File: config.mk
export PLATFORM = sky130hd
export DESIGN_NAME = store_merge_unit
export DESIGN_NICKNAME = d
export VERILOG_FILES = /design/src/rtl/store_merge_unit.sv
export SDC_FILE = /design/constraint.sdc
export NUM_CORES = 1
export LEC_CHECK = 0
export ABC_AREA = 1
export BUFFER_PORTS_ARGS = -buffer_cell sky130_fd_sc_hd__clkbuf_2
export CAP_MARGIN = 20
export CELL_PAD_IN_SITES_DETAIL_PLACEMENT = 1
export CELL_PAD_IN_SITES_GLOBAL_PLACEMENT = 2
export CORE_ASPECT_RATIO = 1.25
export CORE_MARGIN = 8
export CORE_UTILIZATION = 28
export DETAILED_ROUTE_END_ITERATION = 6
export PLACE_DENSITY_LB_ADDON = 0.12
export SLEW_MARGIN = 40
export SYNTH_ARGS = -nofsm -noshare
export SYNTH_HDL_FRONTEND = slang
export SYNTH_SLANG_ARGS = --single-unit
File: constraint.sdc
create_clock -name clk -period 2 [get_ports clk]
set_input_delay 0.1 -clock clk [delete_from_list [all_inputs] [get_ports clk]]
set_output_delay 0.1 -clock clk [all_outputs]
set_load 0.005 [all_outputs]
File: src/rtl/store_merge_unit.sv
// ---------------------------------------------------------------------------
// store_merge_unit
//
// Store-side companion to the data-memory load path. It accepts SB/SH/SW
// requests from the MEM stage and turns them into full-word writes. The
// memory has only a full-word write strobe, so sub-word stores go through
// read-modify-write (RD -> MERGE -> WR). SW skips the read and goes straight
// to WR. The pipeline stalls on req_ready, which is high only in IDLE.
//
// Optional feature (compile-time macro):
//   STORE_MISALIGN_TRAP_EN  defined   : misaligned SH/SW is consumed without a
//                                       write and misalign_err pulses.
//                           undefined : misaligned addresses are aligned down
//                                       and never raise misalign_err.
//   Unsupported funct3 raises misalign_err in both builds.
//
// Ports:
//   clk, rst_n          clock (rising edge), asynchronous active-low reset
//   req_valid/req_ready store request handshake
//   req_addr            byte address of the store
//   req_wdata           store data (rs2)
//   req_funct3          instruction bits 14:12 (000 SB, 001 SH, 010 SW)
//   mem_raddr           word-aligned read address, meaningful during RD
//   mem_rdata           read data, valid one cycle after mem_raddr
//   mem_waddr/mem_wdata word-aligned write address and merged write word
//   mem_wr              full-word write strobe, high only in WR
//   done                one-cycle pulse when a store retires (with mem_wr)
//   misalign_err        one-cycle pulse when a request is dropped
// ---------------------------------------------------------------------------
module store_merge_unit #(
    parameter int DM_ADDRESS = 9,
    parameter int DATA_W     = 32   // only 32 is supported
) (
    input  logic                  clk,
    input  logic                  rst_n,
    input  logic                  req_valid,
    output logic                  req_ready,
    input  logic [DM_ADDRESS-1:0] req_addr,
    input  logic [DATA_W-1:0]     req_wdata,
    input  logic [2:0]            req_funct3,
    output logic [DM_ADDRESS-1:0] mem_raddr,
    input  logic [DATA_W-1:0]     mem_rdata,
    output logic [DM_ADDRESS-1:0] mem_waddr,
    output logic [DATA_W-1:0]     mem_wdata,
    output logic                  mem_wr,
    output logic                  done,
    output logic                  misalign_err
);

    typedef enum logic [1:0] {IDLE, RD, MERGE, WR} state_e;

    localparam logic [2:0] F3_SB = 3'b000;
    localparam logic [2:0] F3_SH = 3'b001;
    localparam logic [2:0] F3_SW = 3'b010;

    state_e                  state_q;
    logic [1:0]              lane_q;       // byte offset of the sub-word store
    logic                    half_q;       // 1: SH, 0: SB
    logic [15:0]             sub_wdata_q;  // only the low half is ever merged
    logic [DM_ADDRESS-1:0]   raddr_q;
    logic [DM_ADDRESS-1:0]   waddr_q;
    logic [DATA_W-1:0]       wdata_q;
    logic                    wr_q;
    logic                    done_q;
    logic                    err_q;

    logic                    accept;
    logic                    unsupported;
    logic                    drop;
    logic [DM_ADDRESS-1:0]   aligned_addr;
    logic [DATA_W-1:0]       merge_word;

    assign req_ready    = (state_q == IDLE);
    assign accept       = req_valid && req_ready;
    assign aligned_addr = {req_addr[DM_ADDRESS-1:2], 2'b00};
    assign unsupported  = (req_funct3 != F3_SB) && (req_funct3 != F3_SH) &&
                          (req_funct3 != F3_SW);

`ifdef STORE_MISALIGN_TRAP_EN
    logic misaligned;
    assign misaligned = ((req_funct3 == F3_SH) && req_addr[0]) ||
                        ((req_funct3 == F3_SW) && (req_addr[1:0] != 2'b00));
    assign drop       = unsupported || misaligned;
`else
    // Misaligned SH/SW falls through: the aligned address and the lane
    // selection on addr[1] discard the offending low bits.
    assign drop       = unsupported;
`endif

    // Lane merge of the registered store data into the word read back.
    always_comb begin
        // NOTE: default assignment first so every path drives merge_word and no latch is inferred.
        merge_word = mem_rdata;
        if (half_q) begin
            if (lane_q[1]) merge_word[31:16] = sub_wdata_q;
            else           merge_word[15:0]  = sub_wdata_q;
        end else begin
            case (lane_q)
                2'd0:    merge_word[7:0]   = sub_wdata_q[7:0];
                2'd1:    merge_word[15:8]  = sub_wdata_q[7:0];
                2'd2:    merge_word[23:16] = sub_wdata_q[7:0];
                default: merge_word[31:24] = sub_wdata_q[7:0];
            endcase
        end
    end

    // Single-process FSM; all memory-side outputs are registered so mem_wr
    // and done are high exactly while the state register holds WR.
    always_ff @(posedge clk or negedge rst_n) begin
        if (!rst_n) begin
            state_q     <= IDLE;
            lane_q      <= 2'd0;
            half_q      <= 1'b0;
            sub_wdata_q <= '0;
            raddr_q     <= '0;
            waddr_q     <= '0;
            wdata_q     <= '0;
            wr_q        <= 1'b0;
            done_q      <= 1'b0;
            err_q       <= 1'b0;
        end else begin
            // NOTE: non-blocking assignments so every register samples pre-edge values.
            wr_q   <= 1'b0;
            done_q <= 1'b0;
            err_q  <= 1'b0;
            unique case (state_q)
                IDLE: begin
                    if (accept) begin
                        if (drop) begin
                            err_q <= 1'b1;
                        end else if (req_funct3 == F3_SW) begin
                            waddr_q <= aligned_addr;
                            wdata_q <= req_wdata;
                            wr_q    <= 1'b1;
                            done_q  <= 1'b1;
                            state_q <= WR;
                        end else begin
                            raddr_q     <= aligned_addr;
                            waddr_q     <= aligned_addr;
                            lane_q      <= req_addr[1:0];
                            half_q      <= (req_funct3 == F3_SH);
                            sub_wdata_q <= req_wdata[15:0];
                            state_q     <= RD;
                        end
                    end
                end
                RD: state_q <= MERGE;
                MERGE: begin
                    wdata_q <= merge_word;
                    wr_q    <= 1'b1;
                    done_q  <= 1'b1;
                    state_q <= WR;
                end
                WR: state_q <= IDLE;
                default: state_q <= IDLE;
            endcase
        end
    end

    assign mem_raddr    = raddr_q;
    assign mem_waddr    = waddr_q;
    assign mem_wdata    = wdata_q;
    assign mem_wr       = wr_q;
    assign done         = done_q;
    assign misalign_err = err_q;

endmodule

Word-level counts from Yosys, hierarchy flattened
Index checks and enable logic that the tools add are counted.
{"block": "totals", "word_cells": 57, "regBits": 69, "latch_bits": 0, "mem_bits_rw": 0, "output_inout_bits": 54, "mem_count": 0, "rom_bits": 0, "in_bits": 79}
{"block": "op_classes", "n_eq_ne": 12, "bitwise": 2, "reduce_logical": 12, "add_sub_neg": 0, "n_shift": 0, "mul": 0, "div": 0, "n_mux": 22, "n_lt_le_gt_ge": 0}
{"operator": "$mux W32", "n": 4}
{"operator": "$pmux W32 S2", "n": 1}
{"operator": "$mux W16", "n": 2}
{"operator": "$mux W8", "n": 4}
{"operator": "$pmux W2 S4", "n": 1}
{"operator": "$reduce_and A4 Y1", "n": 2}
{"operator": "$eq A2 B2 Y1 const B", "n": 3}
{"operator": "$mux W1", "n": 6}
{"operator": "$mux W2", "n": 3}
{"operator": "$eq A2 B1 Y1 const B", "n": 2}
{"operator": "$logic_not A2 Y1", "n": 2}
{"operator": "$ne A2 B1 Y1 const B", "n": 2}
{"operator": "$eq A3 B1 Y1 const B", "n": 1}
{"operator": "$eq A3 B2 Y1 const B", "n": 1}
{"operator": "$logic_and A1 B1 Y1", "n": 3}
{"operator": "$ne A3 B1 Y1 const B", "n": 1}
{"operator": "$ne A3 B2 Y1 const B", "n": 1}
{"operator": "$reduce_and A3 Y1", "n": 1}
{"operator": "$reduce_bool A3 Y1", "n": 1}
{"operator": "$reduce_or A3 Y1", "n": 1}
{"operator": "$ne A2 B2 Y1 const B", "n": 1}
{"operator": "$not A1 Y1", "n": 2}
{"operator": "$pmux W1 S2", "n": 1}
{"operator": "$reduce_and A2 Y1", "n": 1}
{"operator": "$reduce_bool A2 Y1", "n": 1}

Longest topological paths before layout
Gate-level depths: netlist (run 1).
{"block": "logic_depth", "depth_word": 6, "ltp_mapped": 10}

Worst setup path after synthesis (run 1)
No wires, ideal clock.
{"block": "synth_timing", "path_type": "register -> register", "start": "register state_q[0]", "end": "register wdata_q[17], in the netlist mem_wdata[17]", "t_required_ns": 1.883, "arrival_time_ns": 1.315, "path_buffers": 1, "synth_period_minus_slack_ns": 1.432, "path_stages_with_launch": 10, "setup_slack_ns": 0.568, "setup_time_ns": 0.117, "cell_sequence": "dfrtp_1 > inv_1 > ha_1 > or2_0 > nand2_1 > nand2_4 > clkinv_4 > buf_12 > nand3_1 > nand2_1"}
{"block": "synth_via", "elab_chain_cells": 4, "word_cells_on_any_way": 9}
{"item": "start: declaration", "line": "56", "text": "state_e state_q;"}
{"item": "start signal: assignment", "line": "111", "text": "state_q <= IDLE;"}
{"item": "start signal: assignment", "line": "136", "text": "state_q <= WR;"}
{"item": "start signal: assignment", "line": "143", "text": "state_q <= RD;"}
{"item": "$logic_not A2 Y1 (*)", "line": "73", "text": "assign req_ready = (state_q == IDLE);"}
{"item": "via req_ready", "line": "37", "text": "output logic req_ready,"}
{"item": "$logic_and A1 B1 Y1", "line": "74", "text": "assign accept = req_valid && req_ready;"}
{"item": "$ne A2 B1 Y1 (no line)"}
{"item": "$reduce_and A4 Y1 (no line)"}
{"item": "end signal: assignment", "line": "133", "text": "wdata_q <= req_wdata;"}
{"item": "end signal: assignment", "line": "149", "text": "wdata_q <= merge_word;"}
{"item": "end: declaration", "line": "62", "text": "logic [DATA_W-1:0] wdata_q;"}
The timed path passes the listed nets; every way through them passes the cells marked *.
A chain may end at the register's enable or synchronous reset.

Final worst setup path (run 1)
{"block": "layout_timing", "start": "register state_q[1]", "end": "register waddr_q[8], in the netlist mem_waddr[8]"}
{"block": "layout_via", "elab_chain_cells": 3}
{"item": "$logic_not A2 Y1 (*)", "line": "73, 126"}
{"item": "$logic_and A1 B1 Y1", "line": "74"}
{"item": "$reduce_and A3 Y1 (no line) (*)"}
{"item": "end signal: assignment", "line": "132", "text": "waddr_q <= aligned_addr;"}
{"item": "end signal: assignment", "line": "139", "text": "waddr_q <= aligned_addr;"}
{"item": "end: declaration", "line": "61", "text": "logic [DM_ADDRESS-1:0] waddr_q;"}
Mark *: on every way between the ends. The rest lies on a longest branch, timed or not.

==> results of run 1 <==
what timing repair did:
action,in CTS,in global routing
hold buffers,13,0
resized for setup,0,0
endpoints found under the hold margin,47,0
cell families (layout without fill, tap and decap cells):
logic type	after synthesis	in the layout	share of synthesized area
AND/OR/NAND/NOR	397	397	0.408
buffers and inverters	114	247	0.125
flip-flops	69	69	0.383
AO/OA/AOI/OAI	66	66	0.0747
adder cells (fa/ha/maj)	3	3	0.00833
other	1	4	0.000832
synth_stat cells:
master	count
a21oi_1	29
a21oi_2	1
buf_1	2
buf_12	3
buf_2	13
buf_4	9
buf_6	3
clkbuf_1	8
clkinv_1	1
clkinv_2	1
clkinv_4	1
conb_1	1
dfrtp_1	69
ha_1	3
inv_1	68
inv_2	2
inv_4	3
nand2_1	277
nand2_2	3
nand2_4	4
nand2_8	1
nand3_1	52
nand3_2	29
nand4_1	2
nor2_1	11
nor2_2	1
o211ai_1	1
o21ai_0	27
o21ai_1	8
or2_0	1
or2_2	16
worst paths after layout:
kind / end / slack (ns) / cells past startpoint
hold / removal: sub_wdata_q[7]$_DFFE_PN0P_ / 0.02 / 3
min in group asynchronous: mem_wdata[23]$_DFFE_PN0P_ / 0.28 / 2
hold reg to reg: mem_wdata[31]$_DFFE_PN0P_ / 0.48 / 2
setup reg to reg: mem_waddr[8]$_DFFE_PN0P_ / 0.31 / 8
max in group asynchronous: sub_wdata_q[11]$_DFFE_PN0P_ / 1.16 / 3
setup / recovery: mem_waddr[8]$_DFFE_PN0P_ / 0.31 / 8
state kept, by name, summed over array words and instances (netlist names):
register      flops
done              1
half_q            1
lane_q            2
mem_raddr         7
mem_waddr         7
mem_wdata        32
misalign_err      1
state_q           2
sub_wdata_q      16
power by group through the flow:
| stage | clock network (mW) | logic [mW] | registers, mW |
|---|---|---|---|
| after floorplan | 0 | 3.21 | 2.51 |
| after global placement | 0 | 4.55 | 2.61 |
| after detailed placement | 0 | 4.68 | 2.62 |
| after CTS | 1.83 | 4.72 | 2.62 |
| after global routing | 1.87 | 5.28 | 2.70 |
| final | 1.77 | 4.59 | 2.60 |
tightest hold or removal path: stages:
cell	delay [ns]
clkbuf_2	0.08
inv_1	0.06
o21ai_0	0.08
final cells by class:
type	count	area, µm²
repair buffers	155	903
clock inverters	5	82.6
inverters	76	299
flip-flops and latches	69	1730
well taps	216	270
multi-input cells	470	2230
clock buffers	11	243
fillers	2114	10300
stage by stage:
| step | area (µm²) | power [mW] | hold slack (ns) | std cells | util |
|---|---|---|---|---|---|
| 2_1_floorplan | 4520 | 5.72 | -0.196 | 653 | - |
| 3_3_place_gp | 5300 | 7.16 | 0.105 | 973 | 0.331 |
| 3_5_place_dp | 5300 | 7.30 | 0.108 | 973 | 0.331 |
| 4_1_cts | 5750 | 9.16 | 0.0108 | 1002 | 0.360 |
| 5_1_grt | 5750 | 9.85 | 0.0270 | 1002 | 0.360 |
| 6_report | 5750 | 8.95 | 0.0203 | 1002 | 0.360 |
per-layer routing:
layer  share of wire  track usage
met1            0.43        0.189
met2            0.50        0.286
met3           0.059       0.0442
met4           0.015       0.0571
met5               0            0
==> results.json, run 1 <==
{
  "final_cell_mix": "nand2_1, clkbuf_2, dfrtp_1",
  "grt_max_degree": 38,
  "seqPwrFrac": 0.291,
  "post-route-drc-count": 0,
  "cts_buffers": 9,
  "die_x_um": 129,
  "setup_violations": 0,
  "layout.cells.most_common": "nand2_1",
  "routed_wl_um": 16100,
  "cp-startpoint": "state_q[1]$_DFFE_PN0P_",
  "grt_pass1_vias": 5009,
  "num_rows": 52,
  "finalMaxSlewViolations": 0,
  "p_int_mw": 4.84,
  "layout-drive-gt1-share": 0.279,
  "diodes": 0,
  "vias": 4473,
  "start_util": 0.282,
  "synth-seq-cells": 69,
  "drtAntennaViolNets": 0,
  "chipHeight_um": 158,
  "syn2layout_area_growth_pct": 27.6,
  "dp.final_hpwl_um": 12400,
  "routabilityCongestion": 0.811,
  "worstMarginPinSlew_ns": 0.519,
  "syn_inst": 650,
  "drt_pass1_iterations": 6,
  "num-nets-final": 863,
  "clk_path_buf_depth": 2,
  "cpMostUsedCell": "nand2_2",
  "cts_setup_buffers": 0,
  "initialDrtViolationCount": 145,
  "hold_viol_final": 0,
  "cap_violations": 0,
  "syn_area_mm2": 0.00451,
  "slew_headroom": 0.654,
  "synthDominantCellAreaShare": 0.383,
  "crit_chain": "inv_1, ha_1, nand2_1, clkinv_1, nand2_2, nand2_2, nor2_1, a21oi_1",
  "io_buffer_count": 128,
  "path_clk_slew_ns": 0.06,
  "cts_root_buf": "clkbuf_16",
  "die_area_mm2": 0.0204,
  "boundaryPins": 133,
  "worstSkewPairLatency_ns": 0.34,
  "power.switching_mw": 4.12,
  "swShare": 0.460,
  "cp_slowest_cell": "dfrtp_1",
  "post-route-min-period_ns": 1.69,
  "crit_path_start_kind": "flip-flop",
  "vias_per_cell": 4.46,
  "fin_skew_ns": 0.00972,
  "ys_warn_count": 0,
  "fin_ws_ns": 0.310,
  "cts_tree": "built",
  "powerDensity_mw_per_mm2": 1560,
  "slowest_delay_ns": 0.35,
  "max_freq_mhz": 592,
  "coreArea_mm2": 0.0160,
  "synth.top_cells.by_area": "dfrtp_1, nand2_1, nand3_2",
  "leakage_nw": 3.23,
  "fin_setup_tns_ns": 0,
  "ir_drop_v": 0.000610,
  "antenna_found_initial": 0,
  "min-delay-path-class": "in -> reg",
  "clockPowerShare": 0.197,
  "rsz0062_at_grt": "no",
  "synth.distinct_cells": 31,
  "critPathMaxFanout": 14,
  "p_comb_frac": 0.512,
  "clock-sinks": 69,
  "yosys.area.top_type": "dfrtp_1",
  "syn_area_per_cell_um2": 6.94,
  "reg2reg_from": "state_q[1]$_DFFE_PN0P_",
  "hp-start": "req_wdata[7]",
  "synth_seq_area_share": 0.383,
  "globalRouteTotalUtil": 0.164,
  "crit_arrival_ns": 1.91,
  "crit_buf_inv": 2,
  "grt_pass1_wl_um": 26200,
  "crit_path_end_kind": "flip-flop",
  "grt_overflow": 0,
  "critPathRequiredTime_ns": 2.22,
  "critPathTopFamily": "simple AND/OR/NAND/NOR gates",
  "status": "completed",
  "place_ws_ns": 0.270,
  "fin_crit_sh": 0.845,
  "h-tree-depth": 3,
  "wire_per_inst_um": 16.1,
  "crit_type": "reg -> reg"
}
Note: power is estimated with default switching activity, not from simulation.
==> run 2: changes to the inputs <==
--- a/config.mk
+++ b/config.mk
@@ -5,14 +5,14 @@
 export SDC_FILE = /design/constraint.sdc
 export NUM_CORES = 1
 export LEC_CHECK = 0
-export ABC_AREA = 1
+export ABC_AREA = 0
 export BUFFER_PORTS_ARGS = -buffer_cell sky130_fd_sc_hd__clkbuf_2
 export CAP_MARGIN = 20
 export CELL_PAD_IN_SITES_DETAIL_PLACEMENT = 1
 export CELL_PAD_IN_SITES_GLOBAL_PLACEMENT = 2
 export CORE_ASPECT_RATIO = 1.25
 export CORE_MARGIN = 8
-export CORE_UTILIZATION = 28
+export CORE_UTILIZATION = 26
 export DETAILED_ROUTE_END_ITERATION = 6
 export PLACE_DENSITY_LB_ADDON = 0.12
 export SLEW_MARGIN = 40
==> constraint.sdc (replaced) <==
create_clock -name clk -period 1.4 [get_ports clk]
set_input_delay 0.07 -clock clk [delete_from_list [all_inputs] [get_ports clk]]
set_output_delay 0.07 -clock clk [all_outputs]
set_load 0.005 [all_outputs]
==> run 2 against run 1 <==
Against the previous run:
- the run now ends with setup timing left
- sequential cell count stayed put
- die area is 12% lower
- wire length is 15% lower
- global-route usage is 0.98 points lower
- via count is 21% lower
- clock-buffer cell count stayed put
- synthesized cell count is 43% lower
- sequential share of layout area is 0.21 points higher
- worst hold slack worse by 0.0060 ns
- worst setup slack worse by 0.47 ns
==> results.json, run 2 <==
{
  "synth_seq_area_share": 0.476,
  "layout.cells.most_common": "clkbuf_2",
  "num_rows": 48,
  "setup_violations": 66,
  "leakage_nw": 2.69,
  "layout-drive-gt1-share": 0.496,
  "die_area_mm2": 0.0180,
  "wire_per_inst_um": 18.6,
  "slew_headroom": 0.596,
  "cts_root_buf": "clkbuf_16",
  "routed_wl_um": 13700,
  "vias_per_cell": 4.78,
  "grt_max_degree": 35,
  "critPathRequiredTime_ns": 1.61,
  "globalRouteTotalUtil": 0.154,
  "crit_type": "reg -> reg",
  "routabilityCongestion": 0.743,
  "synth.distinct_cells": 27,
  "post-route-drc-count": 0,
  "cts_buffers": 9,
  "ys_warn_count": 0,
  "final_util": 0.416,
  "crit_arrival_ns": 1.77,
  "min-delay-path-class": "in -> reg",
  "fin_skew_ns": 0.0103,
  "grt_overflow": 0,
  "largest_register_ffs": 32,
  "r2r-end": "sub_wdata_q[15]$_DFFE_PN0P_",
  "syn_area_mm2": 0.00363,
  "start_util": 0.264,
  "clock-sinks": 69,
  "cap_violations": 0,
  "synth.top_cells.by_area": "dfrtp_1, mux2_2, o21ai_0",
  "h-tree-depth": 3,
  "crit_path_start_kind": "flip-flop",
  "violations": "setup timing",
  "reg2reg_from": "state_q[0]$_DFFE_PN0P_",
  "initialDrtViolationCount": 79,
  "syn2layout_area_growth_pct": 57.5,
  "critPathMaxFanout": 5,
  "drt_pass1_iterations": 4,
  "placed_cells": 686,
  "path_clk_slew_ns": 0.06,
  "grt_pass1_vias": 3990,
  "ys.flop_type": "dfrtp_1",
  "hp-start": "req_wdata[14]",
  "finalMaxSlewViolations": 0,
  "worstSkewPairLatency_ns": 0.33,
  "r2r_cells": 7,
  "vias": 3520,
  "fin_cells": 736,
  "powerDensity_mw_per_mm2": 2130,
  "antenna_found_initial": 0,
  "drtAntennaViolNets": 0,
  "fin_setup_tns_ns": -7.46,
  "die_x_um": 122,
  "syn_inst": 371,
  "whs_endpoint": "sub_wdata_q[14]$_DFFE_PN0P_",
  "io_buffer_count": 128,
  "fin_ws_ns": -0.156,
  "min_path_cells": 2,
  "n_fill_cell": 1553,
  "async_flop_share": 1.00,
  "crit_path_end_kind": "flip-flop",
  "fin_crit_sh": 1.11,
  "chipHeight_um": 148,
  "boundaryPins": 133,
  "synthDominantCellAreaShare": 0.476,
  "synthTopCellsByCount": "dfrtp_1, o21ai_0, a21oi_1",
  "rrSetupSlack_ns": -0.16,
  "yosysMostFrequentCell": "dfrtp_1",
  "cp-startpoint": "state_q[0]$_DFFE_PN0P_",
  "worstMarginPinSlew_ns": 0.603,
  "post-route-min-period_ns": 1.56,
  "max_freq_mhz": 643,
  "synth-seq-cells": 69,
  "rsz0062_at_grt": "yes",
  "dp.final_hpwl_um": 10200,
  "yosys.area.top_type": "dfrtp_1",
  "final_cell_mix": "clkbuf_2, dfrtp_1, a21oi_1",
  "coreArea_mm2": 0.0138,
  "diodes": 0,
  "num-nets-final": 638,
  "place_ws_ns": -0.289,
  "cts_tree": "built",
  "status": "finished with violations",
  "synth_edf_count": 0,
  "clk_path_buf_depth": 2,
  "syn_area_per_cell_um2": 9.79,
  "hold_viol_final": 0,
  "ir_drop_v": 0.000907,
  "grt_pass1_wl_um": 21800
}
==> run 2: power breakdown <==
| part | leakage [nW] | switching [mW] | total [mW] | internal (mW) |
|---|---|---|---|---|
| logic | 1.72 | 3.10 | 6.30 | 3.20 |
| registers | 0.825 | 0.680 | 3.67 | 2.99 |
| clock network | 0.141 | 0.905 | 2.20 | 1.30 |
==> run 2: worst max-delay path by stage <==
stage and end:
2_1_floorplan half_q$_DFFE_PN0P_, 3_3_place_gp mem_wdata[1]$_DFFE_PN0P_, 3_5_place_dp mem_wdata[10]$_DFFE_PN0P_, 4_1_cts sub_wdata_q[15]$_DFFE_PN0P_, 5_1_grt sub_wdata_q[13]$_DFFE_PN0P_, 6_report sub_wdata_q[15]$_DFFE_PN0P_
==> run 2: worst max-delay path: stages (launching register included) <==
cell     delay, ns
dfrtp_1       0.37
inv_2         0.10
ha_4          0.18
nand2_4       0.06
nor3_4        0.11
buf_6         0.17
buf_8         0.14
mux2_4        0.30
==> run 2: cell families after synthesis <==
logic type	count (synthesis)	share of synthesized area
AOI/OAI and AO/OA	134	0.203
DFF	69	0.476
and+or+nand+nor	63	0.0803
muxes	58	0.174
buffers and inverters	43	0.0555
adders and majority gates	3	0.0103
other	1	0.00103
==> run 2: through the flow <==
step                total power, mW  hold WS [ns]  cell area (µm²)
finish                         12.2        0.0143             5720
global route                   13.1        0.0143             5720
CTS                            12.1       0.00289             5580
detailed placement             9.15        0.0378             4770
global placement               8.97        0.0364             4770
floorplan                      6.57        -0.226             3700
==> run 2: repair_timing <==
action                                  4_1_cts  5_1_grt
endpoints found under the setup margin       67       68
gates resized for setup                      88       37
endpoints found under the hold margin        57        0
pin swaps                                     4       14
hold buffers                                 27        0
buffers inserted                              4        0
cloned                                        2        1
==> run 2: cell type report <==
| class | count | area, µm² | share of cell area |
|---|---|---|---|
| repair buffers | 203 | 1460 | 0.255 |
| well taps | 175 | 219 | 0.0383 |
| clock buffers | 11 | 253 | 0.0442 |
| flip-flops and latches | 69 | 1730 | 0.302 |
| inverters | 11 | 41.3 | 0.00722 |
| clock inverters | 5 | 35.0 | 0.00613 |
| multi-input cells | 262 | 1990 | 0.347 |
==> run 2: routing by layer <==
| metal | up-vias | GRT usage | wire length (µm) |
|---|---|---|---|
| met1 | 1721 | 0.185 | 5860 |
| met3 | 14 | 0.0448 | 874 |
| li1 | 1692 | - | - |
| met4 | 0 | 0.0507 | 208 |
| met2 | 93 | 0.259 | 6740 |
| met5 | - | 0 | 0 |
==> run 3: changes to the inputs <==
==> constraint.sdc (replaced) <==
create_clock -name clk -period 1.4 [get_ports clk]
set_input_delay 0.14 -clock clk [delete_from_list [all_inputs] [get_ports clk]]
set_output_delay 0.14 -clock clk [all_outputs]
set_load 0.005 [all_outputs]
==> run 3 against run 2 <==
Against the previous run:
- the run still ends with setup timing left
- sequential power about the same
- largest cell class unchanged
- clock power barely moved
- clock skew is 0.0019 ns lower
- final cell count is 3.1% lower
- non-clock buffer count decreased by 23
- worst hold slack better by 0.033 ns
- global-route usage decreased by 0.30 points
- via count fell by 2.8%
- sequential cell count is the same
- register-to-register slack got worse by 0.02 ns
- first-iteration DRC count up 22%
- largest power group unchanged
==> results.json, run 3 (synthesis results as in run 2) <==
{
  "clk_path_buf_depth": 2,
  "final_area_mm2": 0.00542,
  "rsz0062_at_grt": "yes",
  "layout.cells.most_common": "clkbuf_2",
  "clockPowerShare": 0.184,
  "chipHeight_um": 148,
  "grt_pass1_wl_um": 21200,
  "critPathRequiredTime_ns": 1.61,
  "vias": 3421,
  "diodes": 0,
  "whs_endpoint": "sub_wdata_q[6]$_DFFE_PN0P_",
  "hp-start": "req_wdata[6]",
  "worstSkewPairLatency_ns": 0.33,
  "dp.final_hpwl_um": 10100,
  "fin_ws_ns": -0.172,
  "num-nets-final": 615,
  "reg2reg_from": "state_q[0]$_DFFE_PN0P_",
  "cts_root_buf": "clkbuf_16",
  "initialDrtViolationCount": 96,
  "drtAntennaViolNets": 0,
  "num_rows": 48,
  "grt_pass1_vias": 3823,
  "place_ws_ns": -0.308,
  "post-route-drc-count": 0,
  "hold_viol_final": 0,
  "fin_cells": 713,
  "violations": "setup timing",
  "path_clk_slew_ns": 0.06,
  "placed_cells": 688,
  "cap_violations": 0,
  "crit_type": "reg -> reg",
  "final_cell_mix": "clkbuf_2, dfrtp_1, a21oi_1",
  "max_freq_mhz": 636,
  "routabilityCongestion": 0.742,
  "p_int_mw": 7.26,
  "fin_skew_ns": 0.00845,
  "start_util": 0.264,
  "powerDensity_mw_per_mm2": 2180,
  "die_x_um": 122,
  "fin_crit_sh": 1.12,
  "wire_per_inst_um": 18.9,
  "leakage_nw": 2.61,
  "io_buffer_count": 128,
  "grt_overflow": 0,
  "drt_pass1_iterations": 4,
  "clock-sinks": 69,
  "cts_tree": "built",
  "rrSetupSlack_ns": -0.17,
  "crit_arrival_ns": 1.78,
  "vias_per_cell": 4.80,
  "crit_path_end_kind": "flip-flop",
  "cts_buffers": 9,
  "die_area_mm2": 0.0180,
  "crit_path_start_kind": "flip-flop",
  "antenna_found_initial": 0,
  "finalPower_mw": 11.8,
  "seqPwrFrac": 0.310,
  "routed_wl_um": 13400,
  "grt_max_degree": 34,
  "min-delay-path-class": "in -> reg",
  "layout-drive-gt1-share": 0.507,
  "ir_drop_v": 0.000834,
  "syn2layout_area_growth_pct": 49.2,
  "min_path_cells": 3,
  "hold_ws_ns": 0.0474,
  "power.switching_mw": 4.57,
  "setup_violations": 66,
  "place_area_mm2": 0.00478,
  "status": "finished with violations",
  "globalRouteTotalUtil": 0.151,
  "seqCellArea_mm2": 0.00173,
  "multi_input_area_mm2": 0.00196,
  "boundaryPins": 133,
  "r2r_cells": 7,
  "post-route-min-period_ns": 1.57,
  "p_comb_frac": 0.506,
  "r2r-end": "lane_q[1]$_DFFE_PN0P_",
  "finalMaxSlewViolations": 0,
  "n_fill_cell": 1577,
  "swShare": 0.386,
  "coreArea_mm2": 0.0138,
  "h-tree-depth": 3,
  "critPathMaxFanout": 5,
  "largest_register_ffs": 32
}
==> run 3: repair_timing <==
item                                    in CTS  in global routing
gates resized for setup                     92                 30
endpoints found under the setup margin      67                 68
gates cloned                                 2                  1
endpoints found under the hold margin       24                  0
hold buffers                                 1                  0
pin swaps                                    6                 12
setup buffers                                3                  2
==> run 3: critical path, cell delays in order, from the launching register on <==
cell and delay [ns]:
dfrtp_1 0.38, inv_2 0.11, ha_4 0.17, nand2_4 0.06, nor3_4 0.11, buf_6 0.17, buf_8 0.14, mux2_4 0.30
==> run 3: metal layers <==
layer / up-vias / wire length (µm) / track usage
li1: 1648 / - / -
met1: 1673 / 5950 / 0.187
met2: 91 / 6540 / 0.253
met3: 9 / 826 / 0.0444
met4: 0 / 131 / 0.0359
met5: - / 0 / 0
==> run 3: how the worst max path moves through the flow <==
| stage | start | to | slack [ns] | depth (start not counted) |
|---|---|---|---|---|
| after floorplan | state_q[1]$_DFFE_PN0P_ | half_q$_DFFE_PN0P_ | -0.24 | 6 |
| after global placement | half_q$_DFFE_PN0P_ | mem_wdata[1]$_DFFE_PN0P_ | -0.30 | 4 |
| after detailed placement | state_q[0]$_DFFE_PN0P_ | mem_wdata[30]$_DFFE_PN0P_ | -0.31 | 7 |
| after CTS | state_q[1]$_DFFE_PN0P_ | lane_q[1]$_DFFE_PN0P_ | -0.16 | 7 |
| after global routing | state_q[1]$_DFFE_PN0P_ | mem_wdata[30]$_DFFE_PN0P_ | -0.23 | 7 |
| final | state_q[0]$_DFFE_PN0P_ | lane_q[1]$_DFFE_PN0P_ | -0.17 | 7 |
==> run 3: metrics by stage <==
| step | TNS [ns] | util |
|---|---|---|
| 2_1_floorplan | -8.56 | - |
| 3_3_place_gp | -13.55 | 0.347 |
| 3_5_place_dp | -14.14 | 0.347 |
| 4_1_cts | -6.54 | 0.385 |
| 5_1_grt | -12.11 | 0.394 |
| 6_report | -7.39 | 0.394 |
==> run 3: layout make-up <==
| cell class | count | share of cell area |
|---|---|---|
| clock buffers | 9 | 0.0416 |
| clock inverters | 7 | 0.0106 |
| inverters | 11 | 0.00762 |
| multi-input cells | 262 | 0.362 |
| flip-flops and latches | 69 | 0.319 |
| well taps | 175 | 0.0404 |
| repair buffers | 180 | 0.219 |
==> run 3: power by group through the flow <==
stage | registers [mW] | clock network (mW) | logic (mW)
final | 3.66 | 2.18 | 5.98
after global routing | 3.84 | 2.34 | 6.66
after CTS | 3.68 | 2.27 | 5.95
after detailed placement | 3.68 | 0 | 5.41
after global placement | 3.66 | 0 | 5.29
after floorplan | 3.56 | 0 | 3.01
